**src/rtl/risc_pkg.sv**
```systemverilog
// Shared types and constants for the ID/EX operand stage: widths, ALU opcodes,
// control bundle and the full ID/EX register image.
package risc_pkg;

    localparam int unsigned XLEN = 32;
    localparam int unsigned REGW = 5;

    typedef enum logic [2:0] {
        ALU_ADD = 3'b000,
        ALU_SUB = 3'b001,
        ALU_AND = 3'b010,
        ALU_OR  = 3'b011,
        ALU_SLL = 3'b100,
        ALU_SRL = 3'b101
    } alu_op_e;

    typedef struct packed {
        logic reg_write;
        logic mem_read;
        logic mem_write;
        logic branch;
    } idex_ctrl_t;

    localparam idex_ctrl_t IDEX_BUBBLE = '0;

    typedef struct packed {
        logic            valid;
        logic [REGW-1:0] rs1;
        logic [REGW-1:0] rs2;
        logic [REGW-1:0] rd;
        logic [XLEN-1:0] rs1_data;
        logic [XLEN-1:0] rs2_data;
        logic [XLEN-1:0] imm;
        logic            use_imm;
        alu_op_e         alu_op;
        idex_ctrl_t      ctrl;
    } idex_reg_t;

    // A write to x0 is never a real producer.
    function automatic logic rd_match(input logic [REGW-1:0] rd, input logic we,
                                      input logic [REGW-1:0] rs);
        return we && (rd != '0) && (rd == rs);
    endfunction

endpackage

```
**src/rtl/risc_ex_operand_stage_if.sv**
```systemverilog
// Bundle of ID-side, bypass-source and EX-side signals around the ID/EX stage.
interface risc_ex_operand_stage_if;
    import risc_pkg::*;

    logic            stall;
    logic            flush;
    logic            id_valid;
    logic [REGW-1:0] id_rs1;
    logic [REGW-1:0] id_rs2;
    logic [REGW-1:0] id_rd;
    logic [XLEN-1:0] id_rs1_data;
    logic [XLEN-1:0] id_rs2_data;
    logic [XLEN-1:0] id_imm;
    logic            id_use_imm;
    logic [2:0]      id_alu_op;
    logic            id_reg_write;
    logic            id_mem_read;
    logic            id_mem_write;
    logic            id_branch;
    logic [REGW-1:0] exmem_rd;
    logic            exmem_reg_write;
    logic [XLEN-1:0] exmem_alu_out;
    logic [REGW-1:0] memwb_rd;
    logic            memwb_reg_write;
    logic [XLEN-1:0] memwb_wdata;

    logic            hazard_stall;
    logic            ex_valid;
    logic [XLEN-1:0] ex_operand_a;
    logic [XLEN-1:0] ex_operand_b;
    logic [XLEN-1:0] ex_store_data;
    logic [2:0]      ex_alu_op;
    logic [REGW-1:0] ex_rd;
    logic            ex_reg_write;
    logic            ex_mem_read;
    logic            ex_mem_write;
    logic            ex_branch;

    modport master (
        output stall, flush, id_valid, id_rs1, id_rs2, id_rd, id_rs1_data, id_rs2_data,
               id_imm, id_use_imm, id_alu_op, id_reg_write, id_mem_read, id_mem_write,
               id_branch, exmem_rd, exmem_reg_write, exmem_alu_out, memwb_rd,
               memwb_reg_write, memwb_wdata,
        input  hazard_stall, ex_valid, ex_operand_a, ex_operand_b, ex_store_data, ex_alu_op,
               ex_rd, ex_reg_write, ex_mem_read, ex_mem_write, ex_branch
    );

    modport slave (
        input  stall, flush, id_valid, id_rs1, id_rs2, id_rd, id_rs1_data, id_rs2_data,
               id_imm, id_use_imm, id_alu_op, id_reg_write, id_mem_read, id_mem_write,
               id_branch, exmem_rd, exmem_reg_write, exmem_alu_out, memwb_rd,
               memwb_reg_write, memwb_wdata,
        output hazard_stall, ex_valid, ex_operand_a, ex_operand_b, ex_store_data, ex_alu_op,
               ex_rd, ex_reg_write, ex_mem_read, ex_mem_write, ex_branch
    );

endinterface

```
**src/rtl/risc_fwd_mux.sv**
```systemverilog
// Three-way bypass select for one source operand; EX/MEM beats MEM/WB, x0 never bypassed.
module risc_fwd_mux
    import risc_pkg::*;
(
    input  logic            fwd_en,
    input  logic [REGW-1:0] rs,
    input  logic [XLEN-1:0] rs_data,
    input  logic [REGW-1:0] exmem_rd,
    input  logic            exmem_reg_write,
    input  logic [XLEN-1:0] exmem_data,
    input  logic [REGW-1:0] memwb_rd,
    input  logic            memwb_reg_write,
    input  logic [XLEN-1:0] memwb_data,
    output logic [XLEN-1:0] fwd_data
);

    always_comb begin
        fwd_data = rs_data;
        if (fwd_en && rd_match(exmem_rd, exmem_reg_write, rs)) begin
            fwd_data = exmem_data;
        end else if (fwd_en && rd_match(memwb_rd, memwb_reg_write, rs)) begin
            fwd_data = memwb_data;
        end
    end

endmodule

```
**src/rtl/risc_ex_operand_stage.sv**
```systemverilog
// ID/EX pipeline register with hazard detection and operand bypass.
// RISC_EX_FORWARD_EN enables bypassing; otherwise every producer RAW stalls.
module risc_ex_operand_stage
    import risc_pkg::*;
(
    input logic                   clk,
    input logic                   rst_n,
    risc_ex_operand_stage_if.slave bus
);

    idex_reg_t       idex_q, idex_d, id_word;
    logic            raw_hazard;
    logic            fwd_en;
    logic [XLEN-1:0] fwd_rs1, fwd_rs2;

`ifdef RISC_EX_FORWARD_EN
    assign fwd_en     = 1'b1;
    // Only a load in EX cannot be bypassed in time.
    assign raw_hazard = idex_q.valid && idex_q.ctrl.mem_read && bus.id_valid &&
                        (rd_match(idex_q.rd, 1'b1, bus.id_rs1) ||
                         rd_match(idex_q.rd, 1'b1, bus.id_rs2));
`else
    assign fwd_en     = 1'b0;
    // Register file is write-before-read, so MEM/WB producers need no stall.
    assign raw_hazard = bus.id_valid &&
                        (rd_match(idex_q.rd, idex_q.valid && idex_q.ctrl.reg_write, bus.id_rs1) ||
                         rd_match(idex_q.rd, idex_q.valid && idex_q.ctrl.reg_write, bus.id_rs2) ||
                         rd_match(bus.exmem_rd, bus.exmem_reg_write, bus.id_rs1) ||
                         rd_match(bus.exmem_rd, bus.exmem_reg_write, bus.id_rs2));
`endif

    assign bus.hazard_stall = rst_n && !bus.flush && raw_hazard;

    always_comb begin
        id_word                = '0;
        id_word.valid          = bus.id_valid;
        id_word.rs1            = bus.id_rs1;
        id_word.rs2            = bus.id_rs2;
        id_word.rd             = bus.id_rd;
        id_word.rs1_data       = bus.id_rs1_data;
        id_word.rs2_data       = bus.id_rs2_data;
        id_word.imm            = bus.id_imm;
        id_word.use_imm        = bus.id_use_imm;
        id_word.alu_op         = alu_op_e'(bus.id_alu_op);
        id_word.ctrl.reg_write = bus.id_reg_write;
        id_word.ctrl.mem_read  = bus.id_mem_read;
        id_word.ctrl.mem_write = bus.id_mem_write;
        id_word.ctrl.branch    = bus.id_branch;
    end

    // Priority: flush, then stall (hold), then load-use bubble, then capture.
    always_comb begin
        idex_d = idex_q;
        if (bus.flush || (!bus.stall && bus.hazard_stall)) begin
            idex_d        = '0;
            idex_d.alu_op = ALU_ADD;
            idex_d.ctrl   = IDEX_BUBBLE;
        end else if (!bus.stall) begin
            idex_d = id_word;
        end
    end

    always_ff @(posedge clk or negedge rst_n) begin
        if (!rst_n) begin
            idex_q <= '0;
        end else begin
            idex_q <= idex_d;
        end
    end

    risc_fwd_mux u_fwd_rs1 (
        .fwd_en          (fwd_en),
        .rs              (idex_q.rs1),
        .rs_data         (idex_q.rs1_data),
        .exmem_rd        (bus.exmem_rd),
        .exmem_reg_write (bus.exmem_reg_write),
        .exmem_data      (bus.exmem_alu_out),
        .memwb_rd        (bus.memwb_rd),
        .memwb_reg_write (bus.memwb_reg_write),
        .memwb_data      (bus.memwb_wdata),
        .fwd_data        (fwd_rs1)
    );

    risc_fwd_mux u_fwd_rs2 (
        .fwd_en          (fwd_en),
        .rs              (idex_q.rs2),
        .rs_data         (idex_q.rs2_data),
        .exmem_rd        (bus.exmem_rd),
        .exmem_reg_write (bus.exmem_reg_write),
        .exmem_data      (bus.exmem_alu_out),
        .memwb_rd        (bus.memwb_rd),
        .memwb_reg_write (bus.memwb_reg_write),
        .memwb_data      (bus.memwb_wdata),
        .fwd_data        (fwd_rs2)
    );

    assign bus.ex_valid      = idex_q.valid;
    assign bus.ex_operand_a  = fwd_rs1;
    assign bus.ex_operand_b  = idex_q.use_imm ? idex_q.imm : fwd_rs2;
    assign bus.ex_store_data = fwd_rs2;
    assign bus.ex_alu_op     = idex_q.alu_op;
    assign bus.ex_rd         = idex_q.rd;
    assign bus.ex_reg_write  = idex_q.ctrl.reg_write;
    assign bus.ex_mem_read   = idex_q.ctrl.mem_read;
    assign bus.ex_mem_write  = idex_q.ctrl.mem_write;
    assign bus.ex_branch     = idex_q.ctrl.branch;

endmodule

```
**src/flat_wrapper.sv**
```systemverilog
// flat-port wrapper written by rule: the top's interface ports become plain ports
module risc_ex_operand_stage_flat import risc_pkg::*;
  (clk, rst_n, bus_stall, bus_flush, bus_id_valid, bus_id_rs1, bus_id_rs2, bus_id_rd, bus_id_rs1_data, bus_id_rs2_data, bus_id_imm, bus_id_use_imm, bus_id_alu_op, bus_id_reg_write, bus_id_mem_read, bus_id_mem_write, bus_id_branch, bus_exmem_rd, bus_exmem_reg_write, bus_exmem_alu_out, bus_memwb_rd, bus_memwb_reg_write, bus_memwb_wdata, bus_hazard_stall, bus_ex_valid, bus_ex_operand_a, bus_ex_operand_b, bus_ex_store_data, bus_ex_alu_op, bus_ex_rd, bus_ex_reg_write, bus_ex_mem_read, bus_ex_mem_write, bus_ex_branch);
  risc_ex_operand_stage_if bus_i ();
  input logic clk;
  input logic rst_n;
  input wire logic [$bits(bus_i.stall)-1:0] bus_stall;
  input wire logic [$bits(bus_i.flush)-1:0] bus_flush;
  input wire logic [$bits(bus_i.id_valid)-1:0] bus_id_valid;
  input wire logic [$bits(bus_i.id_rs1)-1:0] bus_id_rs1;
  input wire logic [$bits(bus_i.id_rs2)-1:0] bus_id_rs2;
  input wire logic [$bits(bus_i.id_rd)-1:0] bus_id_rd;
  input wire logic [$bits(bus_i.id_rs1_data)-1:0] bus_id_rs1_data;
  input wire logic [$bits(bus_i.id_rs2_data)-1:0] bus_id_rs2_data;
  input wire logic [$bits(bus_i.id_imm)-1:0] bus_id_imm;
  input wire logic [$bits(bus_i.id_use_imm)-1:0] bus_id_use_imm;
  input wire logic [$bits(bus_i.id_alu_op)-1:0] bus_id_alu_op;
  input wire logic [$bits(bus_i.id_reg_write)-1:0] bus_id_reg_write;
  input wire logic [$bits(bus_i.id_mem_read)-1:0] bus_id_mem_read;
  input wire logic [$bits(bus_i.id_mem_write)-1:0] bus_id_mem_write;
  input wire logic [$bits(bus_i.id_branch)-1:0] bus_id_branch;
  input wire logic [$bits(bus_i.exmem_rd)-1:0] bus_exmem_rd;
  input wire logic [$bits(bus_i.exmem_reg_write)-1:0] bus_exmem_reg_write;
  input wire logic [$bits(bus_i.exmem_alu_out)-1:0] bus_exmem_alu_out;
  input wire logic [$bits(bus_i.memwb_rd)-1:0] bus_memwb_rd;
  input wire logic [$bits(bus_i.memwb_reg_write)-1:0] bus_memwb_reg_write;
  input wire logic [$bits(bus_i.memwb_wdata)-1:0] bus_memwb_wdata;
  output wire logic [$bits(bus_i.hazard_stall)-1:0] bus_hazard_stall;
  output wire logic [$bits(bus_i.ex_valid)-1:0] bus_ex_valid;
  output wire logic [$bits(bus_i.ex_operand_a)-1:0] bus_ex_operand_a;
  output wire logic [$bits(bus_i.ex_operand_b)-1:0] bus_ex_operand_b;
  output wire logic [$bits(bus_i.ex_store_data)-1:0] bus_ex_store_data;
  output wire logic [$bits(bus_i.ex_alu_op)-1:0] bus_ex_alu_op;
  output wire logic [$bits(bus_i.ex_rd)-1:0] bus_ex_rd;
  output wire logic [$bits(bus_i.ex_reg_write)-1:0] bus_ex_reg_write;
  output wire logic [$bits(bus_i.ex_mem_read)-1:0] bus_ex_mem_read;
  output wire logic [$bits(bus_i.ex_mem_write)-1:0] bus_ex_mem_write;
  output wire logic [$bits(bus_i.ex_branch)-1:0] bus_ex_branch;
  assign bus_i.stall = bus_stall;
  assign bus_i.flush = bus_flush;
  assign bus_i.id_valid = bus_id_valid;
  assign bus_i.id_rs1 = bus_id_rs1;
  assign bus_i.id_rs2 = bus_id_rs2;
  assign bus_i.id_rd = bus_id_rd;
  assign bus_i.id_rs1_data = bus_id_rs1_data;
  assign bus_i.id_rs2_data = bus_id_rs2_data;
  assign bus_i.id_imm = bus_id_imm;
  assign bus_i.id_use_imm = bus_id_use_imm;
  assign bus_i.id_alu_op = bus_id_alu_op;
  assign bus_i.id_reg_write = bus_id_reg_write;
  assign bus_i.id_mem_read = bus_id_mem_read;
  assign bus_i.id_mem_write = bus_id_mem_write;
  assign bus_i.id_branch = bus_id_branch;
  assign bus_i.exmem_rd = bus_exmem_rd;
  assign bus_i.exmem_reg_write = bus_exmem_reg_write;
  assign bus_i.exmem_alu_out = bus_exmem_alu_out;
  assign bus_i.memwb_rd = bus_memwb_rd;
  assign bus_i.memwb_reg_write = bus_memwb_reg_write;
  assign bus_i.memwb_wdata = bus_memwb_wdata;
  assign bus_hazard_stall = bus_i.hazard_stall;
  assign bus_ex_valid = bus_i.ex_valid;
  assign bus_ex_operand_a = bus_i.ex_operand_a;
  assign bus_ex_operand_b = bus_i.ex_operand_b;
  assign bus_ex_store_data = bus_i.ex_store_data;
  assign bus_ex_alu_op = bus_i.ex_alu_op;
  assign bus_ex_rd = bus_i.ex_rd;
  assign bus_ex_reg_write = bus_i.ex_reg_write;
  assign bus_ex_mem_read = bus_i.ex_mem_read;
  assign bus_ex_mem_write = bus_i.ex_mem_write;
  assign bus_ex_branch = bus_i.ex_branch;
  risc_ex_operand_stage u_core (.clk(clk), .rst_n(rst_n), .bus(bus_i));
endmodule
```
**config.mk**
```make
export PLATFORM = sky130hd
export DESIGN_NAME = risc_ex_operand_stage_flat
export DESIGN_NICKNAME = d
export VERILOG_FILES = /design/src/rtl/risc_pkg.sv /design/src/rtl/risc_ex_operand_stage_if.sv /design/src/rtl/risc_fwd_mux.sv /design/src/rtl/risc_ex_operand_stage.sv /design/src/flat_wrapper.sv
export SDC_FILE = /design/constraint.sdc
export NUM_CORES = 1
export LEC_CHECK = 0
export ABC_AREA = 1
export CORE_MARGIN = 4
export CORE_UTILIZATION = 45
export CTS_CLUSTER_DIAMETER = 50
export DETAILED_ROUTE_END_ITERATION = 16
export PLACE_DENSITY = 0.89
export SLEW_MARGIN = 5
export SYNTH_ARGS = -nofsm -noshare
export SYNTH_HDL_FRONTEND = slang
export SYNTH_SLANG_ARGS = --single-unit
export TNS_END_PERCENT = 1
```
**constraint.sdc**
```tcl
create_clock -name clk -period 3.92 [get_ports clk]
set_clock_uncertainty 0.15 [all_clocks]
set_input_delay 0.588 -clock clk [delete_from_list [all_inputs] [get_ports clk]]
set_output_delay 0.588 -clock clk [all_outputs]
set_load 0.02 [all_outputs]
```
==> results of run 1 <==
==> cell usage in the layout, fill, tap and decap left out, types with 3 or more instances in the layout <==
master | Yosys | layout
dfrtp_1 | 110 | 109
xnor2_1 | 4 | 4
inv_1 | 133 | 132
nand2_1 | 272 | 271
clkbuf_16 | 0 | 9
clkdlybuf4s50_1 | 0 | 237
mux2_2 | 32 | 32
nor2_1 | 120 | 119
clkinv_2 | 0 | 3
buf_4 | 72 | 10
nand3_1 | 116 | 116
==> cell usage after synthesis <==
| cell | count | share of area [%] |
|---|---|---|
| nand2_1 | 272 | 16 |
| inv_1 | 133 | 7.6 |
| nor2_1 | 120 | 6.9 |
| nand3_1 | 116 | 8.9 |
| dfrtp_1 | 110 | 42 |
| buf_4 | 72 | 8.3 |
| clkbuf_1 | 37 | 2.1 |
| mux2_2 | 32 | 5.5 |
| buf_6 | 10 | 1.7 |
| buf_2 | 5 | 0.38 |
| xnor2_1 | 4 | 0.54 |
| inv_2 | 1 | 0.057 |
| nand4_1 | 1 | 0.096 |
| nor3_1 | 1 | 0.076 |
| o21ai_0 | 1 | 0.076 |
| xor2_1 | 1 | 0.13 |
==> layout make-up <==
class	count	share of cell area [%]
Multi-Input combinational cell	548	28.56
Tap cell	180	2.586
Clock buffer	11	2.787
Inverter	134	5.790
Clock inverter	4	0.5460
Sequential cell	110	31.62
Timing Repair Buffer	247	28.10
==> through the flow <==
| step | util [%] | cell area (µm²) |
|---|---|---|
| after floorplan | - | 6545 |
| after global placement | 59.95 | 8418 |
| after detailed placement | 59.95 | 8418 |
| after CTS | 62.02 | 8708 |
| after global routing | 62.02 | 8708 |
| final | 62.02 | 8708 |
==> report_power, final <==
group          internal, W  switching, W  total (W)
combinational     0.000318      0.000313   0.000632
sequential         0.00120     0.0000542    0.00125
clock             0.000508      0.000407   0.000915
total              0.00202      0.000774    0.00280
==> routing by layer <==
metal | share of wire, % | routed length, µm | vias to the layer above
met5 | 0 | 0 | -
li1 | - | - | 2924
met3 | 7.1 | 1290 | 38
met4 | 3.0 | 543 | 0
met2 | 49 | 8875 | 211
met1 | 41 | 7345 | 2727
==> cell families (layout without fill, tap and decap cells) <==
logic type	count (synthesis)	count (layout)	share of synthesized area, %
xor gates and xnor gates	5	5	0.6691
muxes	32	32	5.506
and+or+nand+nor	510	510	31.52
DFF	110	110	42.06
AOI/OAI and AO/OA	1	1	0.07639
buffers and inverters	258	396	20.17
==> path summary, 6_finish.rpt <==
path,to,cells past startpoint
max,bus_hazard_stall,12
min,u_core.idex_q[81],1
max reg2reg,u_core.idex_q[23],11
min reg2reg,u_core.idex_q[18],2
max in group asynchronous,u_core.idex_q[91],2
min in group clk,u_core.idex_q[18],2
==> critical path, cell delays in order <==
cell and delay (ns):
clkdlybuf4s50_1 0.51, inv_1 0.07, nand2_1 0.05, nand2_1 0.06, nor2_1 0.13, nand3_1 0.09, nand2_1 0.07, nand2_1 0.05
nand2_1 0.09, nand2_4 0.05, inv_1 0.05, clkdlybuf4s50_1 0.62
==> state kept, by name, indices dropped and copies added, names as in the netlist <==
| name | cells |
|---|---|
| u_core.bus.ex_reg_write | 1 |
| u_core.bus.ex_branch | 1 |
| u_core.bus.ex_mem_read | 1 |
| u_core.bus.ex_alu_op | 3 |
| u_core.bus.ex_mem_write | 1 |
| u_core.idex_q | 97 |
| u_core.bus.ex_rd | 5 |
| u_core.bus.ex_valid | 1 |
==> flow_summary.json, run 1 <==
{
  "clock_sink_count": 110,
  "fin_hold_ws_ns": 0.03614,
  "drt-wirelength-per-cell_um": 14.63,
  "dp_hpwl_mm": 12.47,
  "crit_path_end_kind": "output port",
  "clockRootBuffer": "clkbuf_16",
  "fin_setup_tns_ns": 0,
  "grt_pass1_vias": 5826,
  "die_x_um": 128.6,
  "post-place-ws_ns": 0.6797,
  "gp_congestion": 0.8335,
  "grt_pass1_wl_mm": 28.59,
  "routed_wl_mm": 18.06,
  "num_vias": 5900,
  "track_usage_pct": 21.43,
  "cts_made_buffers": 9,
  "reg2reg_slack_ns": 1.25,
  "start_util_pct": 46.61,
  "fin_crit_sh_pct": 81.04,
  "io_buffers": 239,
  "arrival_ns": 2.44,
  "ir_drop_mv": 0.1862,
  "clk_path_buf_depth": 2,
  "rsz0062_at_grt": "false",
  "worstMarginPinSlew_ns": 0.9896,
  "fillers": 1233,
  "io-pin-count": 310,
  "routed_via_density": 4.781,
  "max-slew-margin-rel_pct": 34.03,
  "multiInputGateArea_um2": 2487,
  "cap_viol_max_count": 0,
  "finalNonFillerCells": 1234,
  "syn_avg_cell_area_um2": 7.145,
  "outcome": "complete, no violations",
  "ctsHoldBuffers": 0,
  "num_rows": 43,
  "slew_violations": 0,
  "grt.busiest_layer": "met2",
  "firstDrtPassIters": 5,
  "yosysSeqAreaShare_pct": 42.06,
  "cp-start-kind": "input port",
  "syn_area_um2": 6545,
  "period_minus_slack_ns": 3.177,
  "cp-startpoint": "bus_id_rs2[2]",
  "p_leak_nw": 4.724,
  "met3_usage_pct": 4.691,
  "die_area_um2": 16540,
  "worstSkewPairLatency_ns": 0.35,
  "postCtsSetupBuffers": 0,
  "worstReg2RegStart": "u_core.bus.ex_rd[1]",
  "cts_resized": 0,
  "fin_nets": 1250,
  "htreeDepth": 3,
  "worstPathRequired_ns": 3.18,
  "antenna_cells": 0,
  "dp.cells": 1219,
  "synthToLayoutAreaGrowth_pct": 33.05,
  "die_y_um": 128.6,
  "setup_viol": 0,
  "yosys.cell_types.count": 16,
  "core_region_area_um2": 14040,
  "postRouteAntennaNets": 0,
  "path_class": "input port to output port",
  "antenna_found_initial": 0,
  "max_freq_mhz": 314.8,
  "drtIter0Drc": 376,
  "met2_usage_pct": 36.84,
  "crit_fanout": 3,
  "worst_slack_ns": 0.7433,
  "synth_seq_cells": 110,
  "ys_warn_count": 0,
  "clkTransAtPathRegs_ns": 0.08,
  "total_power_w": 0.002799,
  "ff_latch_area_um2": 2754,
  "drive_gt1_share_pct": 5.787,
  "netlist_instances": 916,
  "use_met1_pct": 26.22,
  "hold_viol_final": 0,
  "grt-ovfl-total": 0,
  "grt_max_degree": 79,
  "hold_class": "input port to asynchronous set/reset pin",
  "cts_tree": "done",
  "synth_nets": 1116,
  "drc": 0,
  "p_per_area_nw_per_um2": 321.4
}
(Power assumes the default switching activity.)
==> run 2: changes to the inputs <==
--- a/config.mk
+++ b/config.mk
@@ -7,10 +7,10 @@
 export LEC_CHECK = 0
 export ABC_AREA = 1
 export CORE_MARGIN = 4
-export CORE_UTILIZATION = 45
+export CORE_UTILIZATION = 38
 export CTS_CLUSTER_DIAMETER = 50
 export DETAILED_ROUTE_END_ITERATION = 16
-export PLACE_DENSITY = 0.89
+export PLACE_DENSITY = 0.8
 export SLEW_MARGIN = 5
 export SYNTH_ARGS = -nofsm -noshare
 export SYNTH_HDL_FRONTEND = slang
==> constraint.sdc (replaced) <==
create_clock -name clk -period 2.6 [get_ports clk]
set_clock_uncertainty 0.15 [all_clocks]
set_input_delay 0.39 -clock clk [delete_from_list [all_inputs] [get_ports clk]]
set_output_delay 0.39 -clock clk [all_outputs]
set_load 0.02 [all_outputs]
==> run 2 against run 1 <==
The run now ends with hold timing left. Core utilization down 9.3 points. Sequential share of layout area down 0.44 points. Worst setup slack worse by 0.58 ns. Final cell count up 3.6%. Global-route usage down 2.9 points. Largest cell class unchanged. Largest power group unchanged. Highest routed layer is now met5.
==> flow_summary.json, run 2 (synthesis gave the netlist of run 1 again) <==
{
  "grt_pass1_wl_mm": 29.63,
  "hold_class": "input port to asynchronous set/reset pin",
  "clkTransAtPathRegs_ns": 0.08,
  "grt_pass1_vias": 5619,
  "grt_max_degree": 102,
  "final_cell_mix": "271 x nand2_1, 236 x clkdlybuf4s50_1, 132 x inv_1, 119 x nor2_1, 116 x nand3_1",
  "htreeDepth": 3,
  "postCtsSetupBuffers": 0,
  "max_freq_mhz": 409.9,
  "arrival_ns": 1.90,
  "dp_hpwl_mm": 12.43,
  "worstSkewPairLatency_ns": 0.34,
  "dp.cells": 1263,
  "grt-ovfl-total": 0,
  "hold_viol_final": 15,
  "finalNonFillerCells": 1279,
  "switching_power_w": 0.001200,
  "antenna_found_initial": 1,
  "core_region_area_um2": 16760,
  "p_per_area_nw_per_um2": 483.5,
  "die_area_um2": 19390,
  "cap_viol_max_count": 0,
  "routed_wl_mm": 18.42,
  "postRouteAntennaNets": 0,
  "io-pin-count": 310,
  "io_buffers": 239,
  "max-slew-margin-rel_pct": 38.62,
  "rsz0062_at_grt": "false",
  "num_vias": 5840,
  "fin_nets": 1254,
  "firstDrtPassIters": 5,
  "ctsHoldBuffers": 0,
  "intPower_w": 0.003070,
  "worstMarginPinSlew_ns": 0.9208,
  "violations": "hold timing",
  "num_rows": 47,
  "cp-start-kind": "register",
  "worstPathRequired_ns": 2.06,
  "swShare_pct": 28.11,
  "drc": 0,
  "p_clk_share_pct": 33.3,
  "clockRootBuffer": "clkbuf_16",
  "largest_register_ffs": 97,
  "synthToLayoutAreaGrowth_pct": 34.95,
  "p_comb_share_pct": 22.8,
  "pwr-share-seq_pct": 43.9,
  "fin_hold_ws_ns": -0.002577,
  "crit_fanout": 33,
  "setup_viol": 0,
  "fin_crit_sh_pct": 93.83,
  "drt-wirelength-per-cell_um": 14.40,
  "clk_path_buf_depth": 2,
  "start_util_pct": 39.05,
  "outcome": "finished, violations left",
  "postLayoutCoreUtil_pct": 52.70,
  "die_x_um": 139.2,
  "slew_violations": 0,
  "p_leak_nw": 4.759,
  "cts_made_buffers": 9,
  "reg2reg_slack_ns": 0.41,
  "cts_tree": "done",
  "crit_path_end_kind": "output port",
  "drive_gt1_share_pct": 6.327,
  "clock_sink_count": 110,
  "gp_congestion": 0.8312,
  "drtIter0Drc": 261,
  "track_usage_pct": 18.55,
  "layout_commonest_cell": "nand2_1",
  "ir_drop_mv": 0.2941,
  "die_y_um": 139.2,
  "path_class": "register to output port",
  "period_minus_slack_ns": 2.439,
  "antenna_cells": 0,
  "routed_via_density": 4.566,
  "top_register": "u_core.idex_q"
}
==> run 2: stage by stage <==
stage                     total power (W)  TNS [ns]  cell area, µm²  hold WS (ns)  worst slack, ns
after detailed placement         0.002887   -0.1580            8536        0.3139          -0.1580
after global placement           0.002874   -0.1562            8536        0.3067          -0.1562
after CTS                        0.004337         0            8836      0.006707           0.1055
final                            0.004270         0            8832     -0.002577           0.1605
after floorplan                  0.002435         0            6545      -0.05559           0.8212
after global routing             0.004503         0            8832       0.03189          0.09301
==> run 2: per-layer routing <==
layer | up-vias | share of wire [%] | GRT usage, %
met2 | 189 | 48 | 31.25
met5 | - | 0.071 | 0
met4 | 2 | 3.1 | 7.364
met1 | 2675 | 43 | 23.23
li1 | 2941 | - | -
met3 | 33 | 5.5 | 4.048
==> run 2: worst paths after layout <==
path	start	end	depth (start not counted)
max in group asynchronous	rst_n	u_core.bus.ex_alu_op[0]	3
min in group clk	u_core.idex_q[96]	u_core.idex_q[96]	2
worst min register to register	u_core.idex_q[96]	u_core.idex_q[96]	2
worst min-delay path	rst_n	u_core.idex_q[79]	2
worst max-delay path	u_core.idex_q[7]	bus_ex_operand_b[23]	3
worst max register to register	u_core.bus.ex_rd[1]	u_core.idex_q[103]	11
==> run 2: area by class of cell <==
| cell class | instances | area [µm²] |
|---|---|---|
| inverter | 134 | 504.2 |
| clock buffer | 11 | 242.7 |
| clock inverter | 5 | 58.81 |
| tap | 220 | 275.3 |
| timing repair buffer | 251 | 2510 |
| sequential | 110 | 2754 |
| fill | 1616 | 7928 |
| multi-input combinational | 548 | 2487 |
==> run 2: power groups by stage <==
stage	logic, W	clock network (W)	registers [W]
after global placement	0.000972	0	0.00190
after detailed placement	0.000982	0	0.00191
after CTS	0.000987	0.00148	0.00187
after global routing	0.00106	0.00156	0.00189
after floorplan	0.000544	0	0.00189
final	0.000974	0.00142	0.00187
==> run 2: worst max-delay path, stage by stage (launching register included) <==
cell	delay [ns]
dfrtp_2	0.37
buf_12	0.23
mux2_2	0.37
clkdlybuf4s50_1	0.57
==> run 2: repair_timing <==
action | in CTS | in global routing
gates cloned | 0 | 0
setup endpoints to repair | 1 | 1
resized for setup | 1 | 2
pin swaps | 0 | 0
==> run 3: changes to the inputs <==
--- a/config.mk
+++ b/config.mk
@@ -8,7 +8,6 @@
 export ABC_AREA = 1
 export CORE_MARGIN = 4
 export CORE_UTILIZATION = 38
-export CTS_CLUSTER_DIAMETER = 50
 export DETAILED_ROUTE_END_ITERATION = 16
 export PLACE_DENSITY = 0.8
 export SLEW_MARGIN = 5
==> results of run 3 <==
No change in the layout: final DEF, timing and power equal those of run 2.
